<file path="src/rtl/reg_file.sv">
// 8x32 register file with two bypassed combinational read ports, one WB write port,
// and an integrated return-address stack whose popped top appears on read port 1.
module reg_file #(
  parameter int unsigned DATA_W      = 32,
  parameter int unsigned ADDR_W      = 3,
  parameter int unsigned PC_W        = 8,
  parameter int unsigned STACK_DEPTH = 16
) (
  input  logic              clk,
  input  logic              reset,
  input  logic              WB_regwrite,
  input  logic              ID_push,
  input  logic              ID_pop,
  input  logic [PC_W-1:0]   stack_pc,
  input  logic [ADDR_W-1:0] rs1,
  input  logic [ADDR_W-1:0] rs2,
  input  logic [ADDR_W-1:0] ws,
  input  logic [DATA_W-1:0] wd,
  output logic [DATA_W-1:0] ID_rd1,
  output logic [DATA_W-1:0] ID_rd2
);

  localparam int unsigned NUM_REGS = 2 ** ADDR_W;
  localparam int unsigned SP_W     = $clog2(STACK_DEPTH + 1);
  localparam int unsigned SIDX_W   = $clog2(STACK_DEPTH);

  logic [DATA_W-1:0] regs_q  [NUM_REGS];
  logic [DATA_W-1:0] regs_d  [NUM_REGS];
  logic [PC_W-1:0]   stack_q [STACK_DEPTH];
  logic [PC_W-1:0]   stack_d [STACK_DEPTH];
  logic [SP_W-1:0]   sp_q;
  logic [SP_W-1:0]   sp_d;

  logic              stack_empty_c;
  logic              stack_full_c;
  logic              pop_active_c;
  logic [PC_W-1:0]   stack_top_c;

  assign stack_empty_c = (sp_q == '0);
  assign stack_full_c  = (sp_q == SP_W'(STACK_DEPTH));
  // Push wins over a simultaneous pop; the pop is then dropped entirely.
  assign pop_active_c  = ID_pop && !ID_push;
  assign stack_top_c   = stack_q[SIDX_W'(sp_q - SP_W'(1))];

  // Next-state for register array and return stack
  always_comb begin
    regs_d  = regs_q;
    stack_d = stack_q;
    sp_d    = sp_q;
    if (WB_regwrite) begin
      regs_d[ws] = wd;
    end
    if (ID_push) begin
      if (!stack_full_c) begin
        stack_d[SIDX_W'(sp_q)] = stack_pc;
        sp_d                   = sp_q + SP_W'(1);
      end
    end else if (ID_pop && !stack_empty_c) begin
      sp_d = sp_q - SP_W'(1);
    end
  end

  always_ff @(posedge clk or negedge reset) begin
    if (!reset) begin
      for (int i = 0; i < int'(NUM_REGS); i++) begin
        regs_q[i] <= '0;
      end
      for (int i = 0; i < int'(STACK_DEPTH); i++) begin
        stack_q[i] <= '0;
      end
      sp_q <= '0;
    end else begin
      regs_q  <= regs_d;
      stack_q <= stack_d;
      sp_q    <= sp_d;
    end
  end

  // Read ports with WB bypass; port 1 is overridden by an active pop
  always_comb begin
    ID_rd1 = '0;
    ID_rd2 = '0;
    if (reset) begin
      ID_rd2 = (WB_regwrite && (ws == rs2)) ? wd : regs_q[rs2];
      if (pop_active_c) begin
        ID_rd1 = stack_empty_c ? '0 : DATA_W'(stack_top_c);
      end else begin
        ID_rd1 = (WB_regwrite && (ws == rs1)) ? wd : regs_q[rs1];
      end
    end
  end

`ifndef SYNTHESIS
  task automatic print_register_values();
    for (int i = 0; i < int'(NUM_REGS); i++) begin
      $display("reg[%0d] = 0x%08h", i, regs_q[i]);
    end
  endtask
`endif

endmodule

</file>
<file path="config.mk">
export PLATFORM = sky130hd
export DESIGN_NAME = reg_file
export DESIGN_NICKNAME = d
export VERILOG_FILES = /design/src/rtl/reg_file.sv
export SDC_FILE = /design/constraint.sdc
export NUM_CORES = 1
export LEC_CHECK = 0
export CELL_PAD_IN_SITES_DETAIL_PLACEMENT = 0
export CELL_PAD_IN_SITES_GLOBAL_PLACEMENT = 1
export CORE_ASPECT_RATIO = 1.4
export CORE_MARGIN = 2
export CORE_UTILIZATION = 47
export CTS_BUF_LIST = sky130_fd_sc_hd__clkbuf_4
export DETAILED_ROUTE_END_ITERATION = 10
export PLACE_DENSITY_LB_ADDON = 0.1
export SLEW_MARGIN = 30
export SYNTH_ARGS = -nofsm -noshare
export SYNTH_HDL_FRONTEND = slang
export SYNTH_SLANG_ARGS = --single-unit
</file>
<file path="constraint.sdc">
create_clock -name clk -period 3.1 [get_ports clk]
set_clock_uncertainty 0.1 [all_clocks]
set_input_delay 0.465 -clock clk [delete_from_list [all_inputs] [get_ports clk]]
set_output_delay 0.465 -clock clk [all_outputs]
set_load 0.03 [all_outputs]
</file>
==> run metrics <==
clock group share of total power=23.1%; Clock Latency Late Sink=790 ps; top cell type's share of synthesized area=47.4%; Row Count=90; Seq cells post-synth=389; P_sw=0.00628 W; CP Launch Type=flop; part of the power in registers=39.6%; Reg-to-Reg Start=sp_q[2]$_DFFE_PN0P_; Gate power share=37.3%; Final GP Congestion=0.875; Design Area, Final=24300 um^2; worst-case reg-to-reg path depth=4; Die ar.=45400 um^2; pwr/cell area=804 nW/um^2; status=finished with violations; DRT Wirelength=56.2 mm; Slew HR=53.7%; Final Util=56.3%; GR Util All Layers=25.4%; Reg clk slew, reported paths=70 ps; Die X=181 um; Multi-input gate area=10300 um^2; Top delay family on crit path=multiplexers; Max-Cap Viols=0; worst-path cell chain=inv_2, ha_4, xor2_4, buf_12, mux4_2, o22ai_2, o22ai_2, and3_4, buf_6; Synth cell types=43; Mapped Cells=1414; IO Port Bufs=117; Hold Fails Final Rpt=0; antenna viol nets, final=0; Leakage=10.6 nW; post-synth top area cell=dfrtp_1; Syn Nets=1473; sw frac=32.2%; crit end category=primary output; Async S/R FF share, synth=100%; DRC Markers=0; CTS tree=done; Reg area=9730 um^2; most common cell in the netlist=dfrtp_1; core area=43100 um^2; WP buf/inv=3; DR iter-0 viols=606; CP startpoint=sp_q[0]$_DFFE_PN0P_; Final WS setup=-468 ps; WL/cell=25.3 um; area grow syn2layout=18.1%; highest cell delay on the worst timing path=500 ps; Synth area leaders=dfrtp_1 (47%), mux2_2 (21%), mux4_2 (17%); Synth Cell Area=20600 um^2; Syn Area/Cell=14.5 um^2; max-slew violation count=0; Post-DP Area=22800 um^2; Req. time, crit path=2530 ps; sequential cell area fraction in the yosys report=47.4%; FF-to-FF End=stack_q[107]$_DFFE_PN0P_; reg2reg setup slack=890 ps; clock sink count=389; CP dominant cell by count=o22ai_2; DR vias=13313; crit share post-route=115%; Die Y=251 um; Initial Util=47.7%; grt ovf=0; Worst Setup EP=ID_rd1[1]; failing checks=negative setup slack; HP Class=in2async; via-per-instance ratio=6.00; Pint=0.0132 W; # IOs=118; crit path DAT=3000 ps; Final Critical Period=3570 ps; Initial DRT Pass Iterations=5; setup violators final=8; Yosys warnings=0; maximum number of pins on one net before global-route repair=103; main flop type after synthesis=dfrtp_1; CTS H-tree depth=3; Min Hold Slack=157 ps; CTS root buffer=clkbuf_4; top cells by count, synth=dfrtp_1 (389), mux2_2 (380), mux4_2 (151); Fill cells=3571; proportion of layout cells with a drive suffix above 1=53.5%; hpwl dp=36.6 mm; RSZ-0062 raised after global routing=yes; CTS Buffer Depth=3; worst vdd ir=623 uV; critical path type=reg2out; vias in the first global route=14615; fmax=280 MHz; CTS Buf Count=99; CP Depth=9; Crit Path Max Fanout=5; nets=1654; initial antenna violation count=1; number of synthesized flops with an enable pin=0; Worst path slowest cell=mux4_2; slew of the pin with the lowest slew margin=692 ps; global-route wire length before repair=88.0 mm
==> cells in the final DEF, fill, tap and decap left out, types with 3 or more instances in the layout <==
| master | n |
|---|---|
| o22ai_1 | 7 |
| nand2b_1 | 4 |
| buf_12 | 31 |
| o21ai_0 | 10 |
| nor3_1 | 9 |
| a21oi_1 | 3 |
| nor2_1 | 30 |
| and3_4 | 7 |
| buf_4 | 131 |
| xnor2_1 | 10 |
| bufinv_16 | 3 |
| mux2i_1 | 73 |
| mux2_1 | 4 |
| mux4_2 | 153 |
| buf_6 | 9 |
| a211oi_1 | 24 |
| nand3_1 | 9 |
| xor2_1 | 3 |
| clkbuf_4 | 145 |
| nor2b_1 | 6 |
| clkinv_1 | 20 |
| clkdlybuf4s50_1 | 46 |
| nand4_1 | 6 |
| nand2_1 | 68 |
| nand4b_1 | 5 |
| ha_1 | 3 |
| o22ai_2 | 12 |
| o211a_1 | 32 |
| mux2_2 | 380 |
| dfrtp_1 | 389 |
==> registers in the layout, summed over array words and instances (netlist names) <==
signal   count
regs_q     256
stack_q    128
sp_q         5
==> area by class of cell <==
cell class              count  area share (%)
well taps                 552            2.84
clock inverters            28           0.819
diodes                      1          0.0103
repair buffers            221            9.11
inverters                   4          0.0618
flip-flops and latches    389            40.1
clock buffers             145            4.48
multi-input cells         880            42.6
==> what timing repair did <==
| item | CTS | global route |
|---|---|---|
| endpoints found under the setup margin | 8 | 9 |
| endpoints found under the hold margin | 206 | 0 |
| pin swaps | 14 | 9 |
| cloned | 2 | 0 |
| resized for setup | 30 | 11 |
| buffers inserted | 5 | 4 |
| hold buffers | 1 | 0 |
==> per-layer routing <==
| layer | track usage, % | vias to the layer above | share of wire, % |
|---|---|---|---|
| met4 | 11.8 | 0 | 3.4 |
| met5 | 0 | - | 0 |
| met1 | 30.9 | 7094 | 40 |
| met3 | 3.31 | 98 | 3.6 |
| met2 | 45.1 | 328 | 53 |
| li1 | - | 5793 | - |
==> how the worst min path moves through the flow <==
stage	to	slack, ps	depth (start not counted)
finish	stack_q[1]$_DFFE_PN0P_	160	2
detailed placement	stack_q[38]$_DFFE_PN0P_	240	1
floorplan	regs_q[0]$_DFFE_PN0P_	70	0
global route	stack_q[38]$_DFFE_PN0P_	90	2
global placement	stack_q[1]$_DFFE_PN0P_	240	1
CTS	stack_q[38]$_DFFE_PN0P_	40	2
==> stage by stage <==
| stage | setup slack (ps) | std cells | setup TNS, ps | power [W] |
|---|---|---|---|---|
| global placement | 159 | 2039 | 0 | 0.0144 |
| detailed placement | 125 | 2039 | 0 | 0.0146 |
| CTS | -633 | 2220 | -4760 | 0.0199 |
| finish | -468 | 2220 | -3390 | 0.0195 |
| floorplan | -4.22 | 1414 | -4.22 | 0.0124 |
| global route | -583 | 2220 | -4470 | 0.0206 |
==> cell families after synthesis <==
family / after synthesis / share of synthesized area [%]
AOI/OAI and AO/OA: 94 / 3.54
xor gates and xnor gates: 14 / 0.688
adders and majority gates: 5 / 0.304
buffers and inverters: 145 / 3.12
DFF: 389 / 47.4
muxes: 610 / 41.4
and+or+nand+nor: 157 / 3.60
==> power groups by stage <==
stage               logic [W]  registers, W  clock network, W
floorplan             0.00506       0.00733                 0
global placement      0.00672       0.00773                 0
detailed placement    0.00684       0.00780                 0
CTS                   0.00747       0.00771           0.00467
global route          0.00780       0.00791           0.00494
finish                0.00728       0.00774           0.00451
No activity file was read; power rests on OpenSTA's default activity.
